$ cat config.mk
export PLATFORM = sky130hd
export DESIGN_NAME = photon_frame_counter
export DESIGN_NICKNAME = d
export VERILOG_FILES = /design/src/rtl/photon_frame_counter.sv
export SDC_FILE = /design/constraint.sdc
export NUM_CORES = 2
export LEC_CHECK = 0
export BUFFER_PORTS_ARGS = -buffer_cell sky130_fd_sc_hd__buf_2
export CAP_MARGIN = 20
export CORE_MARGIN = 1
export CORE_UTILIZATION = 63
export CTS_BUF_LIST = sky130_fd_sc_hd__clkbuf_16
export CTS_CLUSTER_DIAMETER = 120
export DETAILED_ROUTE_END_ITERATION = 6
export PLACE_DENSITY_LB_ADDON = 0.08
export SYNTH_ARGS = -nofsm -noshare
export SYNTH_HDL_FRONTEND = slang
export SYNTH_SLANG_ARGS = --single-unit
$ cat constraint.sdc
create_clock -name clk50Mhz -period 7.9 [get_ports clk50Mhz]
set_input_delay 0 -clock clk50Mhz [delete_from_list [all_inputs] [get_ports clk50Mhz]]
set_output_delay 0 -clock clk50Mhz [all_outputs]
set_load 0.03 [all_outputs]
$ cat src/rtl/photon_frame_counter.sv
// -----------------------------------------------------------------------------
// photon_frame_counter
//
// Counts rising edges on N_CH asynchronous photon-detector inputs between DMD
// frame triggers. Each trigger snapshots the per-channel counts, their
// saturation bits and the running frame index into a FIFO, then restarts the
// counters for the next frame. The FIFO is read one entry per rd_en.
//
// Ports
//   clk50Mhz  in   system clock
//   rst       in   asynchronous, active-high reset
//   sig       in   [N_CH]        asynchronous photon pulses, one per channel
//   DMD_sig   in                 asynchronous frame trigger (rising edge)
//   enable    in                 acquisition enable
//   clr_ovf   in                 clear sticky overflow flag
//   rd_en     in                 pop request
//   rd_data   out  [N_CH*CNT_W]  popped counts, channel k at [k*CNT_W +: CNT_W]
//   rd_frame  out  [FRAME_W]     frame index of popped entry
//   rd_valid  out                rd_data/rd_frame/sat valid this cycle
//   sat       out  [N_CH]        per-channel saturation of popped entry
//   empty     out                FIFO empty
//   full      out                FIFO holds DEPTH entries
//   level     out  [clog2+1]     entries held
//   overflow  out                sticky: a frame was dropped
// -----------------------------------------------------------------------------
module photon_frame_counter #(
  parameter int N_CH        = 2,
  parameter int CNT_W       = 16,
  parameter int FRAME_W     = 16,
  parameter int DEPTH       = 64,
  parameter int SYNC_STAGES = 2
) (
  input  logic                      clk50Mhz,
  input  logic                      rst,
  input  logic [N_CH-1:0]           sig,
  input  logic                      DMD_sig,
  input  logic                      enable,
  input  logic                      clr_ovf,
  input  logic                      rd_en,
  output logic [N_CH*CNT_W-1:0]     rd_data,
  output logic [FRAME_W-1:0]        rd_frame,
  output logic                      rd_valid,
  output logic [N_CH-1:0]           sat,
  output logic                      empty,
  output logic                      full,
  output logic [$clog2(DEPTH):0]    level,
  output logic                      overflow
);

  localparam int AW      = $clog2(DEPTH);
  localparam int LW      = AW + 1;
  localparam int DATA_W  = N_CH * CNT_W;
  localparam int ENTRY_W = DATA_W + FRAME_W + N_CH;

  localparam logic [CNT_W-1:0]   CNT_MAX   = '1;
  localparam logic [CNT_W-1:0]   CNT_ONE   = CNT_W'(1);
  localparam logic [FRAME_W-1:0] FRAME_ONE = FRAME_W'(1);
  localparam logic [AW-1:0]      PTR_ONE   = AW'(1);
  localparam logic [LW-1:0]      LVL_ONE   = LW'(1);
  localparam logic [LW-1:0]      LVL_FULL  = LW'(DEPTH);

  // ---------------------------------------------------------------------------
  // Input synchronisers and edge detectors
  // Stage 0 takes the raw input; the last stage is compared with one extra
  // delay flop to form a single-cycle rising-edge pulse.
  // ---------------------------------------------------------------------------
  logic [SYNC_STAGES-1:0][N_CH-1:0] r_sig_sync;
  logic [N_CH-1:0]                  r_sig_dly;
  logic [SYNC_STAGES-1:0]           r_dmd_sync;
  logic                             r_dmd_dly;

  logic [N_CH-1:0] w_sig_edge;
  logic            w_trig;

  // NOTE: clocked state uses non-blocking assignments so every flop samples
  // the pre-edge value of its neighbours; blocking here would collapse the
  // synchroniser chain into a single flop.
  always_ff @(posedge clk50Mhz or posedge rst) begin
    if (rst) begin
      r_sig_sync <= '0;
      r_sig_dly  <= '0;
      r_dmd_sync <= '0;
      r_dmd_dly  <= 1'b0;
    end else begin
      r_sig_sync <= {r_sig_sync[SYNC_STAGES-2:0], sig};
      r_sig_dly  <= r_sig_sync[SYNC_STAGES-1];
      r_dmd_sync <= {r_dmd_sync[SYNC_STAGES-2:0], DMD_sig};
      r_dmd_dly  <= r_dmd_sync[SYNC_STAGES-1];
    end
  end

  assign w_sig_edge = r_sig_sync[SYNC_STAGES-1] & ~r_sig_dly;
  // Triggers seen while acquisition is disabled are discarded outright.
  assign w_trig     = enable & r_dmd_sync[SYNC_STAGES-1] & ~r_dmd_dly;

  // ---------------------------------------------------------------------------
  // Per-channel saturating counters and running frame index
  // ---------------------------------------------------------------------------
  logic [N_CH-1:0][CNT_W-1:0] r_cnt;
  logic [N_CH-1:0]            r_sat_run;
  logic [FRAME_W-1:0]         r_frame_idx;

  always_ff @(posedge clk50Mhz or posedge rst) begin
    if (rst) begin
      r_cnt     <= '0;
      r_sat_run <= '0;
    end else begin
      for (int k = 0; k < N_CH; k++) begin
        if (!enable) begin
          r_cnt[k]     <= '0;
          r_sat_run[k] <= 1'b0;
        end else if (w_trig) begin
          // A photon coinciding with the trigger opens the new frame.
          r_cnt[k]     <= CNT_W'(w_sig_edge[k]);
          r_sat_run[k] <= 1'b0;
        end else if (w_sig_edge[k]) begin
          if (r_cnt[k] == CNT_MAX) begin
            r_sat_run[k] <= 1'b1;
          end else begin
            r_cnt[k] <= r_cnt[k] + CNT_ONE;
          end
        end
      end
    end
  end

  always_ff @(posedge clk50Mhz or posedge rst) begin
    if (rst) begin
      r_frame_idx <= '0;
    end else if (w_trig) begin
      r_frame_idx <= r_frame_idx + FRAME_ONE;
    end
  end

  // ---------------------------------------------------------------------------
  // Snapshot stage: the closing frame is captured on the trigger and offered
  // to the FIFO on the following cycle, where the accept/drop decision is made.
  // ---------------------------------------------------------------------------
  logic                       r_snap_vld;
  logic [N_CH-1:0][CNT_W-1:0] r_snap_cnt;
  logic [N_CH-1:0]            r_snap_sat;
  logic [FRAME_W-1:0]         r_snap_frame;

  always_ff @(posedge clk50Mhz or posedge rst) begin
    if (rst) begin
      r_snap_vld   <= 1'b0;
      r_snap_cnt   <= '0;
      r_snap_sat   <= '0;
      r_snap_frame <= '0;
    end else begin
      r_snap_vld <= w_trig;
      if (w_trig) begin
        r_snap_cnt   <= r_cnt;
        r_snap_sat   <= r_sat_run;
        r_snap_frame <= r_frame_idx;
      end
    end
  end

  // ---------------------------------------------------------------------------
  // FIFO
  // ---------------------------------------------------------------------------
  logic [ENTRY_W-1:0] r_mem [DEPTH];
  logic [AW-1:0]      r_wr_ptr;
  logic [AW-1:0]      r_rd_ptr;
  logic [LW-1:0]      r_level;
  logic               r_empty;
  logic               r_full;
  logic               r_overflow;

  logic               w_pop;
  logic               w_push;
  logic               w_drop;
  logic [LW-1:0]      w_level_nxt;
  logic [ENTRY_W-1:0] w_wr_entry;
  logic [ENTRY_W-1:0] w_rd_entry;

  assign w_pop  = rd_en & ~r_empty;
  // A simultaneous pop frees the slot, so a full FIFO still accepts the entry.
  assign w_push = r_snap_vld & (~r_full | w_pop);
  assign w_drop = r_snap_vld & r_full & ~w_pop;

  assign w_wr_entry = {r_snap_sat, r_snap_frame, r_snap_cnt};
  assign w_rd_entry = r_mem[r_rd_ptr];

  // NOTE: the storage array has no reset; validity is tracked by the pointers
  // and level, so clearing it would only add a reset net to every bit.
  always_ff @(posedge clk50Mhz) begin
    if (w_push) begin
      r_mem[r_wr_ptr] <= w_wr_entry;
    end
  end

  // NOTE: the default assignment first keeps this block purely combinational;
  // any path leaving w_level_nxt unassigned would infer a latch.
  always_comb begin
    w_level_nxt = r_level;
    case ({w_push, w_pop})
      2'b10:   w_level_nxt = r_level + LVL_ONE;
      2'b01:   w_level_nxt = r_level - LVL_ONE;
      default: w_level_nxt = r_level;
    endcase
  end

  always_ff @(posedge clk50Mhz or posedge rst) begin
    if (rst) begin
      r_wr_ptr <= '0;
      r_rd_ptr <= '0;
      r_level  <= '0;
      r_empty  <= 1'b1;
      r_full   <= 1'b0;
    end else begin
      if (w_push) r_wr_ptr <= r_wr_ptr + PTR_ONE;
      if (w_pop)  r_rd_ptr <= r_rd_ptr + PTR_ONE;
      r_level <= w_level_nxt;
      r_empty <= (w_level_nxt == '0);
      r_full  <= (w_level_nxt == LVL_FULL);
    end
  end

  // Read port: one-cycle latency, data held between pops.
  always_ff @(posedge clk50Mhz or posedge rst) begin
    if (rst) begin
      rd_valid <= 1'b0;
      rd_data  <= '0;
      rd_frame <= '0;
      sat      <= '0;
    end else begin
      rd_valid <= w_pop;
      if (w_pop) begin
        rd_data  <= w_rd_entry[DATA_W-1:0];
        rd_frame <= w_rd_entry[DATA_W +: FRAME_W];
        sat      <= w_rd_entry[DATA_W+FRAME_W +: N_CH];
      end
    end
  end

  // Sticky overflow; a drop in the same cycle as clr_ovf keeps it set.
  always_ff @(posedge clk50Mhz or posedge rst) begin
    if (rst) begin
      r_overflow <= 1'b0;
    end else if (w_drop) begin
      r_overflow <= 1'b1;
    end else if (clr_ovf) begin
      r_overflow <= 1'b0;
    end
  end

  assign empty    = r_empty;
  assign full     = r_full;
  assign level    = r_level;
  assign overflow = r_overflow;

endmodule
# After elaboration in Yosys (flattened, before gate mapping)
# Memory sizes are Yosys's and may differ from the RTL's. A register that Yosys moved wholly into a read port is not among the register bits.
# Index checks and enable logic that the tools add are counted.
# word_totals
inputBits,8
output_inout_bits,61
ramBits,3200
mem_count,1
word_cells,81
reg_bits,133
# memory_table
name,depth,word_bits,rd,rd_ports_with_merged_regs,write_ports,line_no,text
r_mem,64,50,1,1,1,163,logic [ENTRY_W-1:0] r_mem [DEPTH];
# classes
n_reduce_logical,6
n_eq_ne,11
bitwise_logic,13
muxes,21
addsub,7
# op_table
operator,count
$mux 16,8
$add 16x1->16 const B,3
$eq 16x16->1 const B,2
$pmux 7 s2,1
$add 6x1->6 const B,2
$mux 1,12
$ne 3x1->1 const B,4
$reduce_and 2->1,4
$add 7x1->7 const B,1
$eq 7x7->1 const B,1
$logic_not 7->1,1
$sub 7x1->7 const B,1
$and 1x1->1,6
$ne 3x3->1 const B,2
$not 1->1,4
$and 2x2->2,1
$eq 2x1->1 const B,1
$eq 2x2->1 const B,1
$not 2->2,1
$reduce_bool 2->1,1
$or 1x1->1,1

# Longest topological paths before layout
# logic_depth
depth_word,7
depth_mapped,15
ltp_nobuf,13

# Worst setup path before layout
# No wires, ideal clock.
# synth_timing
kind,register -> register
start,register r_empty (netlist: empty)
end,memory r_mem[62][0] (netlist bit) (enable)
path_stages_with_launch,9
synth_period_minus_slack_ps,4171
t_arrival_ps,3713
setup_time_ps,458
n_path_buf,1
setup_slack_ps,3729
t_required_ps,7442
path_cell_list,dfstp_2 -> nand2b_1 -> nand2_1 -> and2_1 -> clkbuf_1 -> inv_1 -> nor2_1 -> nand3_1 -> nor2_1
# synth_between
elab_chain_len,6
# synth_lines
item,line_no,text
"start, declared",167,logic r_empty;
"start signal, assigned",216,r_empty <= (w_level_nxt == '0);
$not 1->1,178,assign w_pop = rd_en & ~r_empty;
$and 1x1->1,178,
$or 1x1->1,180,assign w_push = r_snap_vld & (~r_full | w_pop);
$and 1x1->1,180,
$mux 1,189,if (w_push) begin
$mux 1 (not written as such),190,r_mem[r_wr_ptr] <= w_wr_entry;
"end, declared",163,
# No other way between the ends.

# Worst setup path in the final report
# layout_timing
start,register r_empty (netlist: empty)
end,memory r_mem[14][49] (netlist bit) (enable)
# Same word-level chain as after synthesis.

==> impl_metrics.yaml <==
drt:
  met2WireLength_mm: 157
  wire_per_inst_um: 37.4
  num_vias: 66000
  route.met3.wl_mm: 48.1
  wirelength_mm: 348
  drt-vias-per-instance: 7.10
  drt-met1-wl_mm: 134
  drt_iter0_drc: 10500
  drtPass1Iterations: 6
  top_layer: "met5"
  postRouteAntennaNets: 0
  drt_drc_violations_left: 0
sta:
  finalSetupViolCount: 0
  skew_ns: 0.0579
  holdWs_ns: 0.240
  drv_slew: 0
  fin_crit_sh: 0.580
  period_needed_ns: 4.58
  setup-tns-final_ns: 0
  fin_ws_ns: 3.32
  hold_viol_final: 0
  worst_slew_pin_slew_ns: 1.24
  relSlewSlack: 0.166
  clock.fmax_mhz: 218
  rsz0062_at_grt: "false"
global_route:
  grt_max_degree: 107
  grt_pass1_wl_mm: 486
  grt_overflow: 0
  grt_pass1_vias: 64300
  grt_usage: 0.342
  antenna_found_initial: 17
worst_setup_path:
  startpoint_type: "flop"
  cp-end-kind: "flop"
  timing.setup.critical_path_class: "flop to flop"
  crit_required_ns: 8.47
  reg2reg_to: "r_mem[14][49]$_DFFE_PP_"
  critPathArrivalTime_ns: 5.15
  cp_max_fo: 33
  ff2ff_path_depth: 8
  regToRegSetupSlack_ns: 3.32
  r2r-start: "empty$_DFF_PP1_"
cells_and_area:
  final_common_cell: "edfxtp_1"
  nNetsFinal: 6381
  num-fill-cells: 12000
  multi_input_area_um2: 27000
  drive_gt1_frac: 0.232
  synthToLayoutAreaGrowth_pct: 11.8
  final_core_util: 0.710
  design_area_um2: 144000
  final_cells: 9300
  layout.area.seq_um2: 101000
  final_cell_mix: "edfxtp_1 (3200), mux4_2 (691), clkbuf_16 (356)"
power:
  vdd_drop_max_mv: 0.357
  p_total_mw: 45.9
  leakagePower_nw: 47.5
  power_density_nw_per_um2: 319
yosys:
  synthFlopType: "edfxtp_1"
  synth_top_area_cell: "edfxtp_1"
  ys_async_sr_fraction: 0.0541
  netlist_instances: 6078
  synth.net_count: 6094
  synth-seq-cells: 3383
  synth_edf_count: 3200
  synth_area_leaders: "edfxtp_1 (75%), mux4_2 (12%), dfrtp_1 (3.5%)"
  ys_warn_count: 0
  synth_cell_type_count: 66
  syn_avg_cell_area_um2: 21.2
  yosysSeqAreaShare: 0.781
  synthDominantCellAreaShare: 0.746
  syn_area_um2: 129000
floorplan:
  num_rows: 165
  start_util: 0.636
  dieArea_um2: 206000
  core_area_um2: 203000
  pin_count: 69
  die_y_um: 454
  die_width_um: 454
clocking:
  cts_sinks: 3383
  clk_pin_slew_worst_paths_ns: 0.06
  clockBufferDepth: 4
  htreeDepth: 5
  clk_latency_ns: 0.97
  cts_buffers: 347
  root_buffer: "clkbuf_16"
  cts_tree: "yes"
placed_design:
  dp_slack_ns: 3.42
  portBuffers: 68
  dp_hpwl_mm: 192
  place_area_um2: 133000
  placed_cells: 8661
  place.gp.congestion: 0.857
min_path:
  holdPathEnd: "r_sig_sync[1]$_DFF_PP0_"
  min_from: "sig[1]"
  min_path_cells: 3
  min_path_type: "input port to flop"
run_status:
  status: "finished clean"
flow_run:
  drv_cap: 0
## registers in the layout, indices dropped and copies added, names as in the netlist
name,cells
r_mem,3200
r_cnt,32
r_snap_cnt,32
rd_data,32
r_frame_idx,16
r_snap_frame,16
rd_frame,16
level,7
r_rd_ptr,6
r_wr_ptr,6
r_sig_sync,4
r_dmd_sync,2
r_sat_run,2
r_sig_dly,2
r_snap_sat,2
sat,2
empty,1
full,1
overflow,1
r_dmd_dly,1
r_snap_vld,1
rd_valid,1
## cell type report
type,count,area share
Sequential cell,3383,0.699
Multi-Input combinational cell,2331,0.188
Clock buffer,356,0.0619
Tap cell,2672,0.0232
Timing Repair Buffer,289,0.0169
Clock inverter,250,0.0105
Inverter,13,0.000400
Antenna cell,6,0.000104
## routing by layer
metal / GRT usage / up-vias
met5: 0 / -
met4: 0.0951 / 4
met3: 0.105 / 545
met2: 0.496 / 4512
met1: 0.511 / 35000
li1: - / 25900
## power by group
part	switching (mW)	internal (mW)
clock network	6.56	8.66
registers	0.722	19.9
logic	6.40	3.67
## cells in the mapped netlist (4+ instances only)
library cell	n
a2111oi_0	4
a211oi_1	4
a21oi_1	84
a221o_1	11
a221oi_1	46
a22o_1	36
a22oi_1	161
a311oi_1	10
a31oi_1	6
and2_1	4
and3_1	17
and4_1	6
buf_1	42
buf_2	97
buf_4	35
buf_6	8
clkbuf_1	166
dfrtp_1	182
edfxtp_1	3200
ha_1	8
inv_1	12
mux2_2	5
mux2i_1	287
mux4_2	691
nand2_1	301
nand2b_1	8
nand3_1	78
nand3b_1	5
nand4_1	19
nor2_1	137
nor2b_1	13
nor3b_1	4
o2111ai_1	36
o211ai_1	93
o21ai_0	98
o22ai_1	54
or2_2	9
or3_1	4
xnor2_1	28
xor2_1	29
## worst max-delay path by stage
stage                    start                      end  slack, ns  depth (start not counted)
6_report       empty$_DFF_PP1_  r_mem[14][49]$_DFFE_PP_       3.32                          8
5_1_grt        empty$_DFF_PP1_   r_mem[14][3]$_DFFE_PP_       3.19                          8
4_1_cts        empty$_DFF_PP1_  r_mem[14][49]$_DFFE_PP_       3.38                          8
3_5_place_dp   empty$_DFF_PP1_  r_mem[22][35]$_DFFE_PP_       3.42                          8
3_3_place_gp   empty$_DFF_PP1_  r_mem[30][22]$_DFFE_PP_       3.32                          8
2_1_floorplan              rst           full$_DFF_PP0_       2.93                          1
## worst max-delay path, stage by stage (launching register included)
cell and delay, ns:
dfstp_2 0.37, nand2b_4 0.16, nand2_1 0.07, and2_1 0.36, inv_1 0.25, nor2_1 0.30, nand3_1 0.72, nor2_4 1.13
buf_4 0.75
## what timing repair did
action	4_1_cts	5_1_grt
endpoints found under the setup margin	0	0
endpoints found under the hold margin	219	0
hold buffers	14	0
gates resized for setup	0	0
buffers inserted	0	0
## logic make-up after synthesis
logic type,Yosys count,synth area share
xor+xnor,57,0.00387
simple gates,624,0.0215
compound gates,659,0.0359
mux,983,0.144
fa+ha+maj,8,0.000777
flops,3383,0.781
buf+inv,364,0.0131
(Power assumes the default switching activity.)
